[config.mk]
export PLATFORM = sky130hd
export DESIGN_NAME = load_store_unit_l8_flat
export DESIGN_NICKNAME = d
export VERILOG_FILES = /design/src/rtl/load_store_unit_l8_pkg.sv /design/src/rtl/load_store_unit_l8_if.sv /design/src/rtl/load_store_unit_l8_load_extract.sv /design/src/rtl/load_store_unit_l8.sv /design/src/flat_wrapper.sv
export SDC_FILE = /design/constraint.sdc
export NUM_CORES = 1
export LEC_CHECK = 0
export CORE_MARGIN = 8
export CORE_UTILIZATION = 36
export DETAILED_ROUTE_END_ITERATION = 8
export GPL_TIMING_DRIVEN = 0
export PLACE_DENSITY = 0.62
export SLEW_MARGIN = 30
export SYNTH_ARGS = -nofsm -noshare
export SYNTH_HDL_FRONTEND = slang
export SYNTH_SLANG_ARGS = --single-unit
[constraint.sdc]
create_clock -name clk -period 12.2 [get_ports clk]
set_input_delay 1.83 -clock clk [delete_from_list [all_inputs] [get_ports clk]]
set_output_delay 1.83 -clock clk [all_outputs]
set_load 0.01 [all_outputs]
[src/rtl/load_store_unit_l8_pkg.sv]
// Shared micro-architecture types for the load/store unit slice.
//   rv_uop       : memory micro-ops handled by the LSU
//   t_op         : memory request opcode (MEM_MSG_READ / MEM_MSG_WRITE)
//   is_store()   : true for SB/SH/SW
//   base_strb()  : byte-enable pattern for an access at offset 0
package load_store_unit_l8_pkg;

   typedef enum logic [2:0] {
      UOP_LB, UOP_LH, UOP_LW, UOP_LBU, UOP_LHU, UOP_SB, UOP_SH, UOP_SW
   } rv_uop;

   typedef enum logic {
      MEM_MSG_READ  = 1'b0,
      MEM_MSG_WRITE = 1'b1
   } t_op;

   function automatic logic is_store(input rv_uop u);
      return (u == UOP_SB) || (u == UOP_SH) || (u == UOP_SW);
   endfunction

   function automatic logic [3:0] base_strb(input rv_uop u);
      case (u)
         UOP_LB, UOP_LBU, UOP_SB: return 4'b0001;
         UOP_LH, UOP_LHU, UOP_SH: return 4'b0011;
         default:                 return 4'b1111;
      endcase
   endfunction

endpackage

[src/rtl/load_store_unit_l8_if.sv]
// Bus interfaces around the load/store unit.
//   D__XIntf : dispatch -> execute (val/rdy, pc, seq_num, op1..op3, waddr, preg, ppreg, uop)
//              modports D_intf (producer) and X_intf (consumer)
//   X__WIntf : execute -> writeback (val/rdy, pc, seq_num, waddr, preg, ppreg, wdata, wen)
//              modports X_intf (producer) and W_intf (consumer)
//   MemIntf  : memory request/response channels, tagged with an opaque field
//              modports client (requester) and server (memory)
interface D__XIntf #(
   parameter int p_seq_num_bits   = 5,
   parameter int p_phys_addr_bits = 6
);
   import load_store_unit_l8_pkg::*;

   logic                        val;
   logic                        rdy;
   logic [31:0]                 pc;
   logic [p_seq_num_bits-1:0]   seq_num;
   logic [31:0]                 op1;
   logic [31:0]                 op2;
   logic [31:0]                 op3;
   logic [4:0]                  waddr;
   logic [p_phys_addr_bits-1:0] preg;
   logic [p_phys_addr_bits-1:0] ppreg;
   rv_uop                       uop;

   modport D_intf (output val, pc, seq_num, op1, op2, op3, waddr, preg, ppreg, uop, input rdy);
   modport X_intf (input val, pc, seq_num, op1, op2, op3, waddr, preg, ppreg, uop, output rdy);
endinterface

interface X__WIntf #(
   parameter int p_seq_num_bits   = 5,
   parameter int p_phys_addr_bits = 6
);
   logic                        val;
   logic                        rdy;
   logic [31:0]                 pc;
   logic [p_seq_num_bits-1:0]   seq_num;
   logic [4:0]                  waddr;
   logic [p_phys_addr_bits-1:0] preg;
   logic [p_phys_addr_bits-1:0] ppreg;
   logic [31:0]                 wdata;
   logic                        wen;

   modport X_intf (output val, pc, seq_num, waddr, preg, ppreg, wdata, wen, input rdy);
   modport W_intf (input val, pc, seq_num, waddr, preg, ppreg, wdata, wen, output rdy);
endinterface

interface MemIntf #(
   parameter int p_opaq_bits = 8
);
   import load_store_unit_l8_pkg::*;

   typedef struct packed {
      t_op                    op;
      logic [p_opaq_bits-1:0] opaque;
      logic [31:0]            addr;
      logic [3:0]             strb;
      logic [31:0]            data;
   } mem_req_msg_t;

   typedef struct packed {
      logic [p_opaq_bits-1:0] opaque;
      logic [31:0]            data;
   } mem_resp_msg_t;

   logic          req_val;
   logic          req_rdy;
   mem_req_msg_t  req_msg;
   logic          resp_val;
   logic          resp_rdy;
   mem_resp_msg_t resp_msg;

   modport client (output req_val, req_msg, resp_rdy, input req_rdy, resp_val, resp_msg);
   modport server (input req_val, req_msg, resp_rdy, output req_rdy, resp_val, resp_msg);
endinterface

[src/rtl/load_store_unit_l8_load_extract.sv]
// Combinational load-data extraction: aligns the raw 32-bit memory word to the
// access offset and sign- or zero-extends it according to the micro-op.
//   raw    in  32  word returned by memory
//   offset in  2   byte offset of the access inside the word
//   uop    in      memory micro-op
//   wdata  out 32  register writeback value (stores pass the shifted word through)
module lsu_load_extract
   import load_store_unit_l8_pkg::*;
(
   input  logic [31:0] raw,
   input  logic [1:0]  offset,
   input  rv_uop       uop,
   output logic [31:0] wdata
);

   logic [31:0] shifted;

   assign shifted = raw >> {offset, 3'b000};

   always_comb begin
      wdata = shifted;
      case (uop)
         UOP_LB:  wdata = {{24{shifted[7]}}, shifted[7:0]};
         UOP_LBU: wdata = {24'd0, shifted[7:0]};
         UOP_LH:  wdata = {{16{shifted[15]}}, shifted[15:0]};
         UOP_LHU: wdata = {16'd0, shifted[15:0]};
         default: wdata = shifted;
      endcase
   end

endmodule

[src/rtl/load_store_unit_l8.sv]
// Pipelined load/store execute unit with up to p_depth requests in flight.
// Requests are tagged with their slot index in the memory opaque field so
// responses may return in any order; results retire to writeback in issue order.
//   clk  in   clock
//   rst  in   synchronous reset, active low
//   D    in   dispatch interface (consumer side)
//   W    out  writeback interface (producer side)
//   mem  io   memory request/response channels (client side)
module load_store_unit_l8
   import load_store_unit_l8_pkg::*;
#(
   parameter int p_seq_num_bits   = 5,
   parameter int p_phys_addr_bits = 6,
   parameter int p_opaq_bits      = 8,
   parameter int p_depth          = 4
) (
   input  logic    clk,
   input  logic    rst,
   D__XIntf.X_intf D,
   X__WIntf.X_intf W,
   MemIntf.client  mem
);

   localparam int IDX_W = $clog2(p_depth);
   localparam int CNT_W = IDX_W + 1;

   if (p_depth < 2 || (p_depth & (p_depth - 1)) != 0 || p_depth > (1 << p_opaq_bits)) begin : g_bad_depth
      $error("p_depth must be a power of two, >= 2, and fit in the opaque field");
   end

   typedef struct packed {
      logic [31:0]                 pc;
      logic [p_seq_num_bits-1:0]   seq_num;
      logic [31:0]                 op1;
      logic [31:0]                 op2;
      logic [31:0]                 op3;
      logic [4:0]                  waddr;
      logic [p_phys_addr_bits-1:0] preg;
      logic [p_phys_addr_bits-1:0] ppreg;
      rv_uop                       uop;
   } req_t;

   typedef struct packed {
      logic [31:0]                 pc;
      logic [p_seq_num_bits-1:0]   seq_num;
      logic [4:0]                  waddr;
      logic [p_phys_addr_bits-1:0] preg;
      logic [p_phys_addr_bits-1:0] ppreg;
      rv_uop                       uop;
      logic [1:0]                  offset;
      logic [31:0]                 raw;
   } slot_t;

   logic               vld_p1;
   req_t               req_p1;
   slot_t              slot_p2 [p_depth];
   logic [p_depth-1:0] busy_p2;
   logic [p_depth-1:0] done_p2;
   logic [IDX_W-1:0]   head;
   logic [IDX_W-1:0]   tail;
   logic [IDX_W-1:0]   resp_idx;
   logic [CNT_W-1:0]   count;
   logic [CNT_W-1:0]   drain_cnt;
   logic               full;
   logic               d_xfer;
   logic               issue;
   logic               retire;
   logic               resp_ok;
   logic               resp_fire;
   logic [31:0]        addr;
   logic [1:0]         offset;
   logic [31:0]        ext_wdata;

   // The registered count alone decides full, so a same-cycle retire never
   // unblocks issue and there is no path from W.rdy to the memory request.
   assign full     = (count == CNT_W'(p_depth));
   assign addr     = req_p1.op1 + req_p1.op2;
   assign offset   = addr[1:0];
   assign resp_idx = mem.resp_msg.opaque[IDX_W-1:0];

   // Outputs are forced to their idle values while reset is held.
   assign mem.req_val  = rst & vld_p1 & ~full;
   assign mem.resp_rdy = 1'b1;
   assign issue        = mem.req_val & mem.req_rdy;
   assign D.rdy        = ~rst | ~vld_p1 | issue;
   assign d_xfer       = rst & D.val & D.rdy;
   assign W.val        = rst & busy_p2[head] & done_p2[head];
   assign retire       = W.val & W.rdy;

   // A response may target the slot being issued this very cycle (zero-latency memory).
   assign resp_ok   = busy_p2[resp_idx] | (issue & (tail == resp_idx));
   assign resp_fire = rst & mem.resp_val & resp_ok;

   always_comb begin
      mem.req_msg.op     = is_store(req_p1.uop) ? MEM_MSG_WRITE : MEM_MSG_READ;
      mem.req_msg.opaque = p_opaq_bits'(tail);
      mem.req_msg.addr   = {addr[31:2], 2'b00};
      mem.req_msg.strb   = base_strb(req_p1.uop) << offset;
      mem.req_msg.data   = req_p1.op3 << {offset, 3'b000};
   end

   // ---- stage 1: request register (dispatch -> issue) ----
   // ---- stage 2: slot array (issue -> response -> retire) ----
   always_ff @(posedge clk) begin
      if (!rst) begin
         vld_p1    <= 1'b0;
         busy_p2   <= '0;
         done_p2   <= '0;
         head      <= '0;
         tail      <= '0;
         count     <= '0;
         drain_cnt <= CNT_W'(p_depth);
      end else begin
         if (d_xfer)
            vld_p1 <= 1'b1;
         else if (issue)
            vld_p1 <= 1'b0;

         if (issue) begin
            busy_p2[tail] <= 1'b1;
            done_p2[tail] <= 1'b0;
            tail          <= tail + IDX_W'(1);
         end
         if (resp_fire)
            done_p2[resp_idx] <= 1'b1;
         if (retire) begin
            busy_p2[head] <= 1'b0;
            head          <= head + IDX_W'(1);
         end

         if (issue && !retire)
            count <= count + CNT_W'(1);
         else if (!issue && retire)
            count <= count - CNT_W'(1);

         if (drain_cnt != '0)
            drain_cnt <= drain_cnt - CNT_W'(1);
      end
   end

   always_ff @(posedge clk) begin
      if (d_xfer) begin
         req_p1.pc      <= D.pc;
         req_p1.seq_num <= D.seq_num;
         req_p1.op1     <= D.op1;
         req_p1.op2     <= D.op2;
         req_p1.op3     <= D.op3;
         req_p1.waddr   <= D.waddr;
         req_p1.preg    <= D.preg;
         req_p1.ppreg   <= D.ppreg;
         req_p1.uop     <= D.uop;
      end
      if (issue) begin
         slot_p2[tail].pc      <= req_p1.pc;
         slot_p2[tail].seq_num <= req_p1.seq_num;
         slot_p2[tail].waddr   <= req_p1.waddr;
         slot_p2[tail].preg    <= req_p1.preg;
         slot_p2[tail].ppreg   <= req_p1.ppreg;
         slot_p2[tail].uop     <= req_p1.uop;
         slot_p2[tail].offset  <= offset;
      end
      if (resp_fire)
         slot_p2[resp_idx].raw <= mem.resp_msg.data;
   end

   // ---- stage 3: in-order retire from the head slot ----
   lsu_load_extract u_extract (
      .raw    (slot_p2[head].raw),
      .offset (slot_p2[head].offset),
      .uop    (slot_p2[head].uop),
      .wdata  (ext_wdata)
   );

   always_comb begin
      W.pc      = slot_p2[head].pc;
      W.seq_num = slot_p2[head].seq_num;
      W.waddr   = slot_p2[head].waddr;
      W.preg    = slot_p2[head].preg;
      W.ppreg   = slot_p2[head].ppreg;
      W.wdata   = ext_wdata;
      W.wen     = ~is_store(slot_p2[head].uop);
   end

   // Responses must hit a live slot and carry a zero-extended tag. Stale responses
   // from before a reset are tolerated during the short drain window.
   assert property (@(posedge clk) disable iff (!rst)
      (mem.resp_val && drain_cnt == '0) |->
         (resp_ok && (mem.resp_msg.opaque >> IDX_W) == '0));

   function automatic string trace();
      rv_uop iu;
      rv_uop ru;
      string s_iss;
      string s_ret;
      iu = req_p1.uop;
      ru = slot_p2[head].uop;
      s_iss = issue ? $sformatf("%-7s:%02h:%08h:%08h", iu.name(), req_p1.seq_num,
                                mem.req_msg.addr, mem.req_msg.data)
                    : $sformatf("%28s", "");
      s_ret = retire ? $sformatf("%-7s:%02h:%08h", ru.name(), slot_p2[head].seq_num, ext_wdata)
                     : $sformatf("%19s", "");
      return {s_iss, " | ", s_ret};
   endfunction

endmodule
[src/flat_wrapper.sv]
// flat-port wrapper written by rule: the top's interface ports become plain ports
module load_store_unit_l8_flat import load_store_unit_l8_pkg::*;
#(
   parameter int p_seq_num_bits   = 5,
   parameter int p_phys_addr_bits = 6,
   parameter int p_opaq_bits      = 8,
   parameter int p_depth          = 4
)
  (clk, rst, D_val, D_pc, D_seq_num, D_op1, D_op2, D_op3, D_waddr, D_preg, D_ppreg, D_uop, D_rdy, W_val, W_pc, W_seq_num, W_waddr, W_preg, W_ppreg, W_wdata, W_wen, W_rdy, mem_req_val, mem_req_msg, mem_resp_rdy, mem_req_rdy, mem_resp_val, mem_resp_msg);
  D__XIntf #(.p_seq_num_bits(p_seq_num_bits), .p_phys_addr_bits(p_phys_addr_bits)) D_i ();
  X__WIntf #(.p_seq_num_bits(p_seq_num_bits), .p_phys_addr_bits(p_phys_addr_bits)) W_i ();
  MemIntf #(.p_opaq_bits(p_opaq_bits)) mem_i ();
  input  logic clk;
  input  logic rst;
  input wire logic [$bits(D_i.val)-1:0] D_val;
  input wire logic [$bits(D_i.pc)-1:0] D_pc;
  input wire logic [$bits(D_i.seq_num)-1:0] D_seq_num;
  input wire logic [$bits(D_i.op1)-1:0] D_op1;
  input wire logic [$bits(D_i.op2)-1:0] D_op2;
  input wire logic [$bits(D_i.op3)-1:0] D_op3;
  input wire logic [$bits(D_i.waddr)-1:0] D_waddr;
  input wire logic [$bits(D_i.preg)-1:0] D_preg;
  input wire logic [$bits(D_i.ppreg)-1:0] D_ppreg;
  input wire logic [$bits(D_i.uop)-1:0] D_uop;
  output wire logic [$bits(D_i.rdy)-1:0] D_rdy;
  output wire logic [$bits(W_i.val)-1:0] W_val;
  output wire logic [$bits(W_i.pc)-1:0] W_pc;
  output wire logic [$bits(W_i.seq_num)-1:0] W_seq_num;
  output wire logic [$bits(W_i.waddr)-1:0] W_waddr;
  output wire logic [$bits(W_i.preg)-1:0] W_preg;
  output wire logic [$bits(W_i.ppreg)-1:0] W_ppreg;
  output wire logic [$bits(W_i.wdata)-1:0] W_wdata;
  output wire logic [$bits(W_i.wen)-1:0] W_wen;
  input wire logic [$bits(W_i.rdy)-1:0] W_rdy;
  output wire logic [$bits(mem_i.req_val)-1:0] mem_req_val;
  output wire logic [$bits(mem_i.req_msg)-1:0] mem_req_msg;
  output wire logic [$bits(mem_i.resp_rdy)-1:0] mem_resp_rdy;
  input wire logic [$bits(mem_i.req_rdy)-1:0] mem_req_rdy;
  input wire logic [$bits(mem_i.resp_val)-1:0] mem_resp_val;
  input wire logic [$bits(mem_i.resp_msg)-1:0] mem_resp_msg;
  assign D_i.val = D_val;
  assign D_i.pc = D_pc;
  assign D_i.seq_num = D_seq_num;
  assign D_i.op1 = D_op1;
  assign D_i.op2 = D_op2;
  assign D_i.op3 = D_op3;
  assign D_i.waddr = D_waddr;
  assign D_i.preg = D_preg;
  assign D_i.ppreg = D_ppreg;
  assign D_i.uop = D_uop;
  assign D_rdy = D_i.rdy;
  assign W_val = W_i.val;
  assign W_pc = W_i.pc;
  assign W_seq_num = W_i.seq_num;
  assign W_waddr = W_i.waddr;
  assign W_preg = W_i.preg;
  assign W_ppreg = W_i.ppreg;
  assign W_wdata = W_i.wdata;
  assign W_wen = W_i.wen;
  assign W_i.rdy = W_rdy;
  assign mem_req_val = mem_i.req_val;
  assign mem_req_msg = mem_i.req_msg;
  assign mem_resp_rdy = mem_i.resp_rdy;
  assign mem_i.req_rdy = mem_req_rdy;
  assign mem_i.resp_val = mem_resp_val;
  assign mem_i.resp_msg = mem_resp_msg;
  load_store_unit_l8 #(.p_seq_num_bits(p_seq_num_bits), .p_phys_addr_bits(p_phys_addr_bits), .p_opaq_bits(p_opaq_bits), .p_depth(p_depth)) u_core (.clk(clk), .rst(rst), .D(D_i), .W(W_i), .mem(mem_i));
endmodule
Word-level counts from Yosys, hierarchy flattened
Memory sizes are Yosys's and may differ from the RTL's. A register that Yosys moved wholly into a read port is not among the register bits.
Index checks and enable logic that the tools add are counted.
Widths: inputs -> output; s select.
- shifts and indexed selects: 3
- $lt $le $gt $ge: 6
- bitwise logic cells: 24
- reductions and logical operators: 17
- mux-type cells: 31
- equal/unequal tests: 14
- add/subtract/negate cells: 5
- operator list (operator ; number):
    $pmux 32 s4 ; 1
    $add 32x32->32 ; 1
    $shl 32x5->32 ; 1
    $shr 32x5->32 ; 1
    $eq 3x3->1 const B ; 9
    $mux 4 ; 6
    $mux 1 ; 13
    $and 1x1->1 ; 11
    $lt 2x3->1 const B ; 3
    $and 4x4->4 ; 2
    $not 4->4 ; 2
    $or 4x4->4 ; 2
    $pmux 4 s2 ; 1
    $bmux 1 s2 ; 3
    $demux 1 s2 ; 3
    $eq 3x1->1 const B ; 2
    $eq 3x2->1 const B ; 2
    $ge 2x1->1 const B ; 3
    $logic_not 3->1 ; 2
    $mux 3 ; 2
    $reduce_or 3->1 ; 2
    $logic_and 1x1->1 ; 5
    $add 2x1->2 const B ; 2
    $logic_or 1x1->1 ; 4
    other kinds (9) ; 17
- RAM bits: 364
- output and inout port bits: 168
- memories: 1
- bits in registers: 169
- memory list (name ; words ; bits a word ; read ports ; clocked after Yosys merged registers in ; write ports ; RTL line ; RTL):
    u_core.slot_p2 ; 4 ; 91 ; 1 ; 1 ; 2 ; load_store_unit_l8.sv:56 ; slot_t slot_p2 [p_depth];

Longest topological paths before layout
Gate-level depths: netlist of the first run.
- word-level depth: 10
- gate-level depth with buffers: 12
- mapped depth without buffers: 11

Modules after synthesis
A second synthesis of the first run with hierarchy kept.
- cell total of the unflattened synthesis: 1262
- area, all modules: 22320.2 um2
- by module, submodules not included (module ; seq. area each (um2) ; times used ; cells an instance ; area an instance (um2)):
    load_store_unit_l8 ; 15885.2 ; 1 ; 1149 ; 21556.9
    lsu_load_extract ; 0.0 ; 1 ; 113 ; 763.2

Worst setup path after synthesis of the first run
Ideal clock, no wire load.
- path type: input -> register
- start: input port rst
- end: register u_core.req_p1[0] in the netlist's numbering, enable pin
- path buffers: 1
- arrival: 9.509 ns
- setup slack: 2.006 ns
- cell stages on the path: 6
- library setup time: 0.685 ns
- cells stage by stage: nand2_1 > a21oi_1 > and2_1 > clkbuf_1 > or2_2 > nor2b_1
- cells in the longest elaborated chain, start to end: 5
- elaborated cells on any way between the ends: 8
- ends and longest elaborated chain (element ; RTL line ; RTL):
    start, declared ; flat_wrapper.sv:14 ; input logic rst;
    $and 1x1->1 (2 in a row) ; load_store_unit_l8.sv:82 ; assign mem.req_val = rst & vld_p1 & ~full;
    via mem_req_val ; flat_wrapper.sv:35 ; output wire logic [$bits(mem_i.req_val)-1:0] mem_req_val;
    $and 1x1->1 ; load_store_unit_l8.sv:84 ; assign issue = mem.req_val & mem.req_rdy;
    via u_core.issue ; load_store_unit_l8.sv:66 ; logic issue;
    $or 1x1->1 ; load_store_unit_l8.sv:85 ; assign D.rdy = ~rst | ~vld_p1 | issue;
    via D_rdy ; flat_wrapper.sv:25 ; output wire logic [$bits(D_i.rdy)-1:0] D_rdy;
    $and 1x1->1 ; load_store_unit_l8.sv:86 ; assign d_xfer = rst & D.val & D.rdy;
    via u_core.d_xfer ; load_store_unit_l8.sv:65 ; logic d_xfer;
    end, declared ; load_store_unit_l8.sv:55 ; req_t req_p1;
The timed path passes the listed nets, and every way through them passes these cells.
A chain may end at the register's enable or synchronous reset.

Worst setup path in the final report of the first run
- start: register u_core.req_p1[56] in the netlist's numbering
- end: output port mem_req_msg[61]
- cells in the longest elaborated chain, start to end: 1
- ends and longest elaborated chain (element ; RTL line ; RTL):
    $add 32x32->32 ; load_store_unit_l8.sv:77 ; assign addr = req_p1.op1 + req_p1.op2;
    end, declared ; flat_wrapper.sv:36 ; output wire logic [$bits(mem_i.req_msg)-1:0] mem_req_msg;
No other way between the ends.

==> results by group, run 1 <==
Run status
  – Status: completed

Placement
  – Post-DP HPWL: 39100 um
  – Placement-stage worst setup slack: 6460 ps
  – Area after DPL: 0.0270 mm^2
  – Port bufs: 351
  – Dpl cells: 2422
  – Final GP Congestion: 0.895

Setup path
  – WP data arrival: ~4100 ps
  – Critical path type: register to output pin
  – CP Launch Type: register
  – CP max FO: 5
  – Reg-to-reg slack, setup: 8930 ps
  – Setup crit end kind: output pin
  – WP data required: 10370 ps
  – Crit Reg-Reg Startpoint: u_core.count[0]
  – Launch point of the worst path: u_core.req_p1[56]

Synth
  – Mapped Cells: 1250
  – Post-synth cell types: 58
  – Mapped Area: between 0.02 and 0.025 mm^2
  – Post-synth top flop: edfxtp_1
  – Yosys warns: 0
  – FFs w/ async S/R, synth: 0%
  – #FFs+latches synth: 535
  – Post-synth EDFFs: 517
  – Syn avg cell area: 17.6 um^2
  – Seq/Total Area, Yosys: 72.2%

CTS
  – Hold_buf cts: 0
  – CTS tree: yes
  – CTS resizes: 0
  – CTS Buf Count: 57
  – Root Buffer: clkbuf_16
  – Clock transition at path regs: 60 ps
  – Clock sink count: 535
  – Postcts setup bufs: 0
  – Worst skew pair latency: 600 ps
  – CTS Buffer Depth: 3
  – CTS H-tree depth: 2

Worst hold path
  – Type of the most critical hold path: register to register
  – Hold path startpoint: u_core.req_p1[131]

Pwr
  – Pleak: 9.67 nW
  – Total power divided by cell area: 143 mW/mm^2
  – Maximum vdd drop: 0.112 mV
  – PnR Total Power: 4.15 mW

Final layout
  – Net count of the finished layout: just under 2000
  – Layout area overhead: 31.5%
  – Final Cell Area: 0.0289 mm^2
  – Fin util: 47.9%
  – Layout Cells excl Fill: 2533
  – Fraction of layout cells with a size suffix above 1: 16.8%

Global route
  – Met1 Resource Use GR: ~18%
  – Initial antenna violation count: 7
  – Total GRT Usage: 15.1%
  – Gr busiest metal: met2
  – Largest net degree at the start of global routing: 38
  – Number of global-route vias before repair: ~13000
  – Wire length of the first global-routing pass: 80800 um
  – Routing usage on met2: 26.6%
  – Grt ovf: 0
  – Met3 Track Usage GR: 4.77%

STA
  – FMAX: 169 MHz
  – Slew headroom: 45.5%
  – Setup-failing EPs final: 0
  – Final period utilization: 48.4%
  – RSZ-0062 raised after global routing: false
  – Max-slew violation count: 0
  – Fin crit period: 5910 ps
  – Least-Margin Pin Slew: 817 ps
  – Final setup TNS: 0 ps
  – Worst Slack Setup Final: between 6000 and 7000 ps
  – Hold Slack: 494 ps
  – Fin. Hold Viols: 0
  – Clock skew: between 15 and 20 ps

Die
  – Initial Utilization: 36.4%
  – IO Count: 367
  – Std-Cell Rows: 90
  – Full die area: about 0.07 mm^2
  – Core Area: between 0.06 and 0.07 mm^2
  – Die height: 263 um
  – Die X: approximately 260 um

Job
  – Max-cap violations: 0

Detailed routing
  – Initial DRT Pass Iterations: 5
  – Routed Wire Length: 53700 um
  – Via count: 12508
  – DRC Markers: 0
  – Vias/cell: 4.94
  – ANT nets after route: 0
  – Initial DRC Count: 751
  – WL per Instance: 21.2 um
## cell families (layout without fill, tap and decap cells)
group,after synthesis,after routing,synth area share (%)
DFF,535,535,72.2
and+or+nand+nor,191,191,4.35
other,2,12,0.0341
buffers and inverters,117,608,2.92
muxes,129,129,11.2
xor gates and xnor gates,36,36,1.43
AOI/OAI and AO/OA,198,198,5.42
adders and majority gates,42,42,2.46
## critical path, cell delays in order, from the launching register on
cell,delay (ps)
edfxtp_1,360
ha_1,370
a21oi_1,310
o2111ai_1,270
a41oi_1,440
a21boi_0,250
a21oi_1,420
o21ai_0,190
xor2_1,200
buf_4,140
clkdlybuf4s50_1,530
## cells in the final DEF (no fill, tap or decap), types with 18 or more instances in the layout
cell	n
edfxtp_1	517
clkdlybuf4s50_1	351
mux4_2	90
a21oi_1	69
clkbuf_16	57
o21ai_0	56
buf_4	55
nand2_1	51
clkbuf_1	43
nor2_1	40
ha_1	40
mux2i_1	36
nor2b_1	29
xnor2_1	22
inv_1	19
a211oi_1	19
dfxtp_1	18
## area by class of cell
cell class	instances	area (um^2)
Fill cell	5180	31400
Buffer	98	571
Multi-Input combinational cell	605	5540
Timing Repair Buffer	383	4000
Tap cell	782	978
Antenna cell	3	7.51
Clock buffer	62	1450
Inverter	19	71.3
Sequential cell	535	15900
Clock inverter	46	420
## where the power goes
part | internal (mW) | leakage [nW] | switching, mW | total [mW]
sequential | 2.05 | 4.85 | 0.0160 | 2.07
clock | 0.987 | 0.883 | 0.711 | 1.70
combinational | 0.208 | 3.94 | 0.174 | 0.382
total | 3.25 | 9.67 | 0.902 | 4.15
## routing by layer
layer | vias to the layer above | wire length (um)
li1 | 5794 | -
met1 | 6265 | 21400
met2 | 365 | 27300
met3 | 78 | 3830
met4 | 6 | 1090
met5 | - | 36
## flip-flops by register name (all words and copies together) (netlist names), named ones only
register,cells
u_core.count,3
u_core.done_p2,4
u_core.head,2
u_core.busy_p2,4
u_core.tail,2
u_core.slot_p2,364
u_core.vld_p1,1
u_core.req_p1,153
## path summary, 6_finish.rpt
| check | end | cells past startpoint |
|---|---|---|
| setup / recovery | mem_req_msg[61] | 10 |
| setup reg to reg | u_core.slot_p2[3][20] | 11 |
| hold reg to reg | u_core.slot_p2[3][69] | 0 |
| hold / removal | u_core.slot_p2[3][69] | 0 |
## Yosys cell counts (all sizes together) (2+ instances only)
library cell	number	area [um^2]
a21o	6	45.0
mux2i	36	360
xor2	14	123
a211oi	19	143
nand4	7	43.8
or3	3	18.8
o31ai	4	30.0
edfxtp	517	15500
o21a	12	90.1
a21oi	69	345
xnor2	22	193
nand2b	2	12.5
mux4	92	2080
nand2	59	241
or2	4	25.0
and2	17	109
conb	2	7.51
fa	2	40.0
buf	60	428
a31oi	3	18.8
dfxtp	18	360
clkbuf	38	143
a21boi	3	22.5
o21ai	58	298
nor2b	30	188
and3	7	43.8
inv	19	71.3
o211a	2	20.0
nor2	41	156
nand3	11	55.1
o211ai	9	67.6
nor3	6	30.0
ha	40	500
a22oi	2	15.0
Power figures use the tool's default switching activity.
==> run 2: changes to the inputs <==
--- a/config.mk
+++ b/config.mk
@@ -9,7 +9,7 @@
 export CORE_UTILIZATION = 36
 export DETAILED_ROUTE_END_ITERATION = 8
 export GPL_TIMING_DRIVEN = 0
-export PLACE_DENSITY = 0.62
+export PLACE_DENSITY = 0.64
 export SLEW_MARGIN = 30
 export SYNTH_ARGS = -nofsm -noshare
 export SYNTH_HDL_FRONTEND = slang
==> constraint.sdc (replaced) <==
create_clock -name clk -period 5.29 [get_ports clk]
set_input_delay 0.7935 -clock clk [delete_from_list [all_inputs] [get_ports clk]]
set_output_delay 0.7935 -clock clk [all_outputs]
set_load 0.01 [all_outputs]
==> results by group, run 2 (synthesized netlist as in run 1, its figures left out) <==
STA
  – Max-slew violation count: 0 (unchanged)
  – Setup-failing EPs final: 0 (unchanged)
  – FMAX: 207 MHz
  – Least-Margin Pin Slew: 773 ps (-44.5 ps)
  – Fin. Hold Viols: 0 (unchanged)
  – Fin crit period: ~4800 ps
  – Worst Slack Setup Final: 469 ps (-5820 ps)
  – RSZ-0062 raised after global routing: false
  – Clock skew: 14.3 ps (-3.74 ps)
  – Slew headroom: 48.5% (+3.0 points)
  – Final period utilization: 91.1%

Pwr
  – Maximum vdd drop: 0.246 mV (+120%)
  – Pleak: 9.69 nW (+0.13%)
  – Total power divided by cell area: 330 mW/mm^2 (+130%)

Die
  – Std-Cell Rows: 90 (unchanged)
  – Full die area: 0.0693 mm^2 (unchanged)
  – Core Area: 0.0604 mm^2 (unchanged)
  – Die height: 263 um (unchanged)
  – Die X: 263 um (unchanged)
  – Initial Utilization: 36.4% (unchanged)
  – IO Count: 367 (unchanged)

Global route
  – Met1 Resource Use GR: 18.0% (+0.40 points)
  – Grt ovf: 0 (unchanged)
  – Initial antenna violation count: 13 (+6)
  – Routing usage on met2: 26.1% (-0.49 points)
  – Gr busiest metal: met2
  – Number of global-route vias before repair: 13263 (-1.5%)
  – Met3 Track Usage GR: 5.27% (+0.49 points)
  – Total GRT Usage: 15.1% (+0.035 points)
  – Wire length of the first global-routing pass: 81200 um (+0.43%)
  – Largest net degree at the start of global routing: 36 (-5.3%)

Placement
  – Area after DPL: 0.0271 mm^2 (about the same)
  – Port bufs: 351 (unchanged)
  – Post-DP HPWL: 38900 um (-0.57%)
  – Placement-stage worst setup slack: 1000 ps (-5460 ps)
  – Final GP Congestion: 0.895 (about the same)

Final layout
  – FILL cells: 5101 (-1.5%)
  – Most common cell after layout, fill and taps aside: edfxtp_1
  – Layout area overhead: 31.5% (about the same)
  – Commonest cells after routing, fill and taps aside: edfxtp_1, clkdlybuf4s50_1, mux4_2
  – Net count of the finished layout: 1940 (unchanged)
  – Largest Register: u_core.slot_p2
  – Final Cell Area: 0.0289 mm^2 (about the same)
  – Multi-input logic area: 0.00554 mm^2 (unchanged)
  – Fraction of layout cells with a size suffix above 1: 16.5% (-0.25 points)
  – Biggest regs: u_core.slot_p2: 364 flops, u_core.req_p1: 153 flops
  – Max reg flops: 364 (unchanged)
  – FF/Latch Area: 0.0159 mm^2 (unchanged)

Setup path
  – CP Launch Type: register
  – Reg-to-reg slack, setup: 2090 ps (-6840 ps)
  – Reg2Reg Depth: 10 (-1)
  – Critical Path Max Stage Delay: 540 ps (about the same)
  – Crit Reg-Reg Startpoint: u_core.count[0]
  – CP max FO: 5 (unchanged)
  – Critical path type: register to output pin
  – Reg-to-reg critical path endpoint: u_core.slot_p2[0][17]
  – Crit-path cells: ha_1 > a21oi_1 > o2111ai_1 > a41oi_1 > a21boi_0 > a21oi_1 > o21ai_0 > xor2_1 > buf_4 > clkdlybuf4s50_1
  – Worst path slowest cell: clkdlybuf4s50_1
  – WP data required: 4500 ps (-5870 ps)
  – WP data arrival: 4030 ps (-50 ps)
  – Critical Path Most Common Cell: a21oi_1
  – Setup crit end kind: output pin

CTS
  – Clock sink count: 535 (unchanged)
  – CTS tree: yes
  – Postcts setup bufs: 0 (unchanged)
  – Root Buffer: clkbuf_16
  – Clock transition at path regs: 60 ps (about the same)
  – CTS Buf Count: 56 (-1.8%)
  – CTS resizes: 0 (unchanged)
  – Hold_buf cts: 0 (unchanged)
  – CTS Buffer Depth: 3 (unchanged)
  – CTS H-tree depth: 2 (unchanged)
  – Worst skew pair latency: 590 ps (about the same)

Run status
  – Status: completed

Detailed routing
  – ANT nets after route: 0 (unchanged)
  – DRC Markers: 0 (unchanged)
  – Initial DRC Count: 744 (-0.93%)
  – Routed Wire Length: 53500 um (-0.31%)
  – Initial DRT Pass Iterations: 7 (+2)
  – Vias/cell: 4.92 (-0.39%)
  – Via count: 12445 (-0.50%)
  – WL per Instance: 21.2 um (-0.19%)

Worst hold path
  – Hold Path Sink: u_core.slot_p2[3][53]
  – Hold path depth: 0 (unchanged)
  – Hold path startpoint: u_core.req_p1[19]
  – Type of the most critical hold path: register to register

Job
  – Max-cap violations: 0 (unchanged)
## run 2: final cells by class
| class | count | share of cell area (%) |
|---|---|---|
| tap | 782 | 3.38 |
| timing repair buffer | 384 | 13.9 |
| sequential | 535 | 54.9 |
| inverter | 19 | 0.247 |
| antenna | 4 | 0.0346 |
| buffer | 98 | 1.98 |
| clock buffer | 71 | 5.22 |
| clock inverter | 32 | 1.13 |
| multi-input combinational | 605 | 19.2 |
## run 2: report_power, final
group          internal (mW)  switching, mW  leakage [nW]
clock network           2.31           1.58         0.883
logic                  0.480          0.403          3.95
registers               4.73         0.0373          4.85
total                   7.52           2.02          9.69
## run 2: critical path: cells and delay by family, from the launching register on
kind / cells / cell delay, ps
AOI/OAI and AO/OA: 6 / 1810
adders and majority gates: 1 / 370
xor gates and xnor gates: 1 / 220
DFF: 1 / 370
buffers and inverters: 2 / 680
## run 2: through the flow
| stage | std cells | power [mW] | TNS [ps] | util [%] | hold WS [ps] |
|---|---|---|---|---|---|
| 6_report | 2530 | 9.54 | 0 | 47.9 | 493 |
| 5_1_grt | 2526 | 9.88 | 0 | 47.9 | 497 |
| 4_1_cts | 2526 | 9.66 | 0 | 47.9 | 493 |
| 2_1_floorplan | 1257 | 5.24 | 0 | - | 459 |
| 3_5_place_dp | 2423 | 5.74 | 0 | 44.8 | 483 |
| 3_3_place_gp | 2390 | 5.71 | -400410 | 43.9 | 466 |
## run 2: layer usage
layer,routed length [um],vias to the layer above
li1,-,5783
met1,21800,6201
met2,26700,358
met3,4010,89
met4,912,14
met5,92,-
## run 2: worst max path at each step
stage / startpoint / end
after floorplan: rst / u_core.slot_p2[0][0]
after global placement: rst / u_core.slot_p2[0][28]
after detailed placement: register / W_pc[19]
after CTS: register / W_pc[17]
after global routing: u_core.req_p1[88] / mem_req_msg[61]
final: u_core.req_p1[56] / mem_req_msg[61]
==> run 3: changes to the inputs <==
==> constraint.sdc (replaced) <==
create_clock -name clk -period 5.29 [get_ports clk]
set_input_delay 1.587 -clock clk [delete_from_list [all_inputs] [get_ports clk]]
set_output_delay 1.587 -clock clk [all_outputs]
set_load 0.01 [all_outputs]
==> results by group, run 3 (synthesized netlist as in run 1, its figures left out) <==
Run status
  – Status: completed

Placement
  – Port bufs: 351 (unchanged)
  – Final GP Congestion: 0.895 (unchanged)
  – Post-DP HPWL: 38900 um (unchanged)
  – Area after DPL: 0.0271 mm^2 (unchanged)
  – Placement-stage worst setup slack: -3.10 ps (-1000 ps)

Die
  – Die X: 263 um (unchanged)
  – Core Area: 0.0604 mm^2 (unchanged)
  – Die height: 263 um (unchanged)
  – Std-Cell Rows: 90 (unchanged)
  – Full die area: 0.0693 mm^2 (unchanged)
  – Initial Utilization: 36.4% (unchanged)
  – IO Count: 367 (unchanged)

CTS
  – Clock sink count: 535 (unchanged)
  – Hold_buf cts: 0 (unchanged)
  – CTS Buf Count: 56 (unchanged)
  – Worst skew pair latency: 590 ps (about the same)
  – CTS Buffer Depth: 3 (unchanged)
  – Root Buffer: clkbuf_16
  – CTS tree: yes
  – CTS H-tree depth: 2 (unchanged)
  – Clock transition at path regs: 60 ps (about the same)

Detailed routing
  – Via count: 12454 (+0.072%)
  – Routed wl met2: 27000 um (+1.0%)
  – WL per Instance: 21.2 um (+0.32%)
  – Routed Wire Length: 53800 um (+0.56%)
  – DRC Markers: 0 (unchanged)
  – ANT nets after route: 0 (unchanged)
  – Initial DRT Pass Iterations: 5 (-2)
  – Met3 wire len: 3920 um (-2.4%)
  – Top layer in use: met5
  – Vias/cell: 4.91 (-0.16%)
  – Post-Route M1 WL: 22000 um (+0.61%)
  – Initial DRC Count: 766 (+3.0%)

STA
  – Worst Slack Setup Final: 109 ps (-360 ps)
  – RSZ-0062 raised after global routing: true
  – FMAX: 193 MHz (-6.9%)
  – Max-slew violation count: 0 (unchanged)
  – Final period utilization: 97.9% (+6.8 points)
  – Fin. Hold Viols: 0 (unchanged)
  – Slew headroom: 53.0% (+4.5 points)
  – Least-Margin Pin Slew: 705 ps (-67.7 ps)
  – Clock skew: 14.7 ps (+0.341 ps)
  – Fin crit period: 5180 ps (+360 ps)
  – Setup-failing EPs final: 0 (unchanged)

Final layout
  – FILL cells: 5086 (-0.29%)
  – Net count of the finished layout: 1946 (+0.31%)
  – Largest Register: u_core.slot_p2
  – FF/Latch Area: 0.0159 mm^2 (unchanged)
  – Multi-input logic area: 0.00577 mm^2 (+4.2%)
  – Final Cell Area: 0.0292 mm^2 (+1.1%)
  – Layout area overhead: 32.9%
  – Most common cell after layout, fill and taps aside: edfxtp_1
  – Max reg flops: 364 (unchanged)
  – Biggest regs: u_core.slot_p2: 364 flops, u_core.req_p1: 153 flops
  – Fraction of layout cells with a size suffix above 1: 19.4% (+2.9 points)
  – Commonest cells after routing, fill and taps aside: edfxtp_1, clkdlybuf4s50_1, mux4_2

Global route
  – Number of global-route vias before repair: 13346 (+0.63%)
  – Initial antenna violation count: 13 (unchanged)
  – Wire length of the first global-routing pass: 81500 um (+0.43%)
  – Total GRT Usage: 15.2% (+0.063 points)
  – Largest net degree at the start of global routing: 36 (unchanged)
  – Grt ovf: 0 (unchanged)

Job
  – Max-cap violations: 0 (unchanged)

Setup path
  – Worst path slowest cell: clkdlybuf4s50_1
  – Setup crit end kind: output pin
  – WP data required: 3700 ps (-800 ps)
  – CP Launch Type: register
  – Critical Path Max Stage Delay: 530 ps (about the same)
  – CP max FO: 6 (+1)
  – Critical path type: register to output pin
  – WP buf/inv: 2 (unchanged)
  – Crit-path cells: ha_2 > nand3_2 > a2111oi_4 > a22oi_2 > o311a_1 > o21bai_2 > a21oi_1 > xnor2_1 > buf_4 > clkdlybuf4s50_1
  – WP data arrival: 3590 ps (-440 ps)
  – CP top delay family: compound AO/OA/AOI/OAI gates

Pwr
  – Pleak: 9.93 nW (+2.5%)
  – Maximum vdd drop: 0.246 mV (+0.13%)
  – Total power divided by cell area: 327 mW/mm^2 (-0.79%)

Worst hold path
  – Type of the most critical hold path: register to register
## run 3: layout make-up
class / instances / area share [%]
buffer: 94 / 1.98
inverter: 19 / 0.244
multi-input combinational: 605 / 19.7
clock inverter: 32 / 1.11
tap: 782 / 3.35
antenna: 4 / 0.0342
timing repair buffer: 394 / 14.0
clock buffer: 71 / 5.16
sequential: 535 / 54.3
## run 3: timing repair
action / 4_1_cts / 5_1_grt
setup buffers: 7 / 3
resized for setup: 39 / 53
pin swaps: 9 / 14
setup endpoints to repair: 108 / 80
## run 3: power breakdown
| part | leakage [nW] | switching (mW) | internal, mW | total, mW |
|---|---|---|---|---|
| clock network | 0.883 | 1.58 | 2.31 | 3.89 |
| logic | 4.19 | 0.415 | 0.495 | 0.910 |
| registers | 4.85 | 0.0396 | 4.73 | 4.77 |
| total | 9.93 | 2.04 | 7.53 | 9.57 |
## run 3: path summary, 6_finish.rpt
path	start	to	slack, ps	cells after the start
max	u_core.req_p1[64]	mem_req_msg[63]	110	10
min	u_core.req_p1[19]	u_core.slot_p2[3][53]	490	0
max reg2reg	u_core.count[0]	u_core.slot_p2[0][17]	2240	10
min reg2reg	u_core.req_p1[19]	u_core.slot_p2[3][53]	490	0
## run 3: layer usage
layer  track usage (%)  up-vias
met5                 0        -
met4              3.45       14
met3              5.26       87
met2              26.3      365
met1              18.1     6193
li1                  -     5795
## run 3: through the flow
step	util, %	TNS, ps	std cells	total power, mW	hold WS [ps]
after global placement	43.9	-771010	2390	5.71	466
after CTS	48.1	-2.84	2532	9.67	493
after floorplan	-	-9060	1257	5.24	459
final	48.4	0	2536	9.57	494
after detailed placement	44.8	-3.10	2423	5.74	483
after global routing	48.4	-67.6	2532	9.91	497
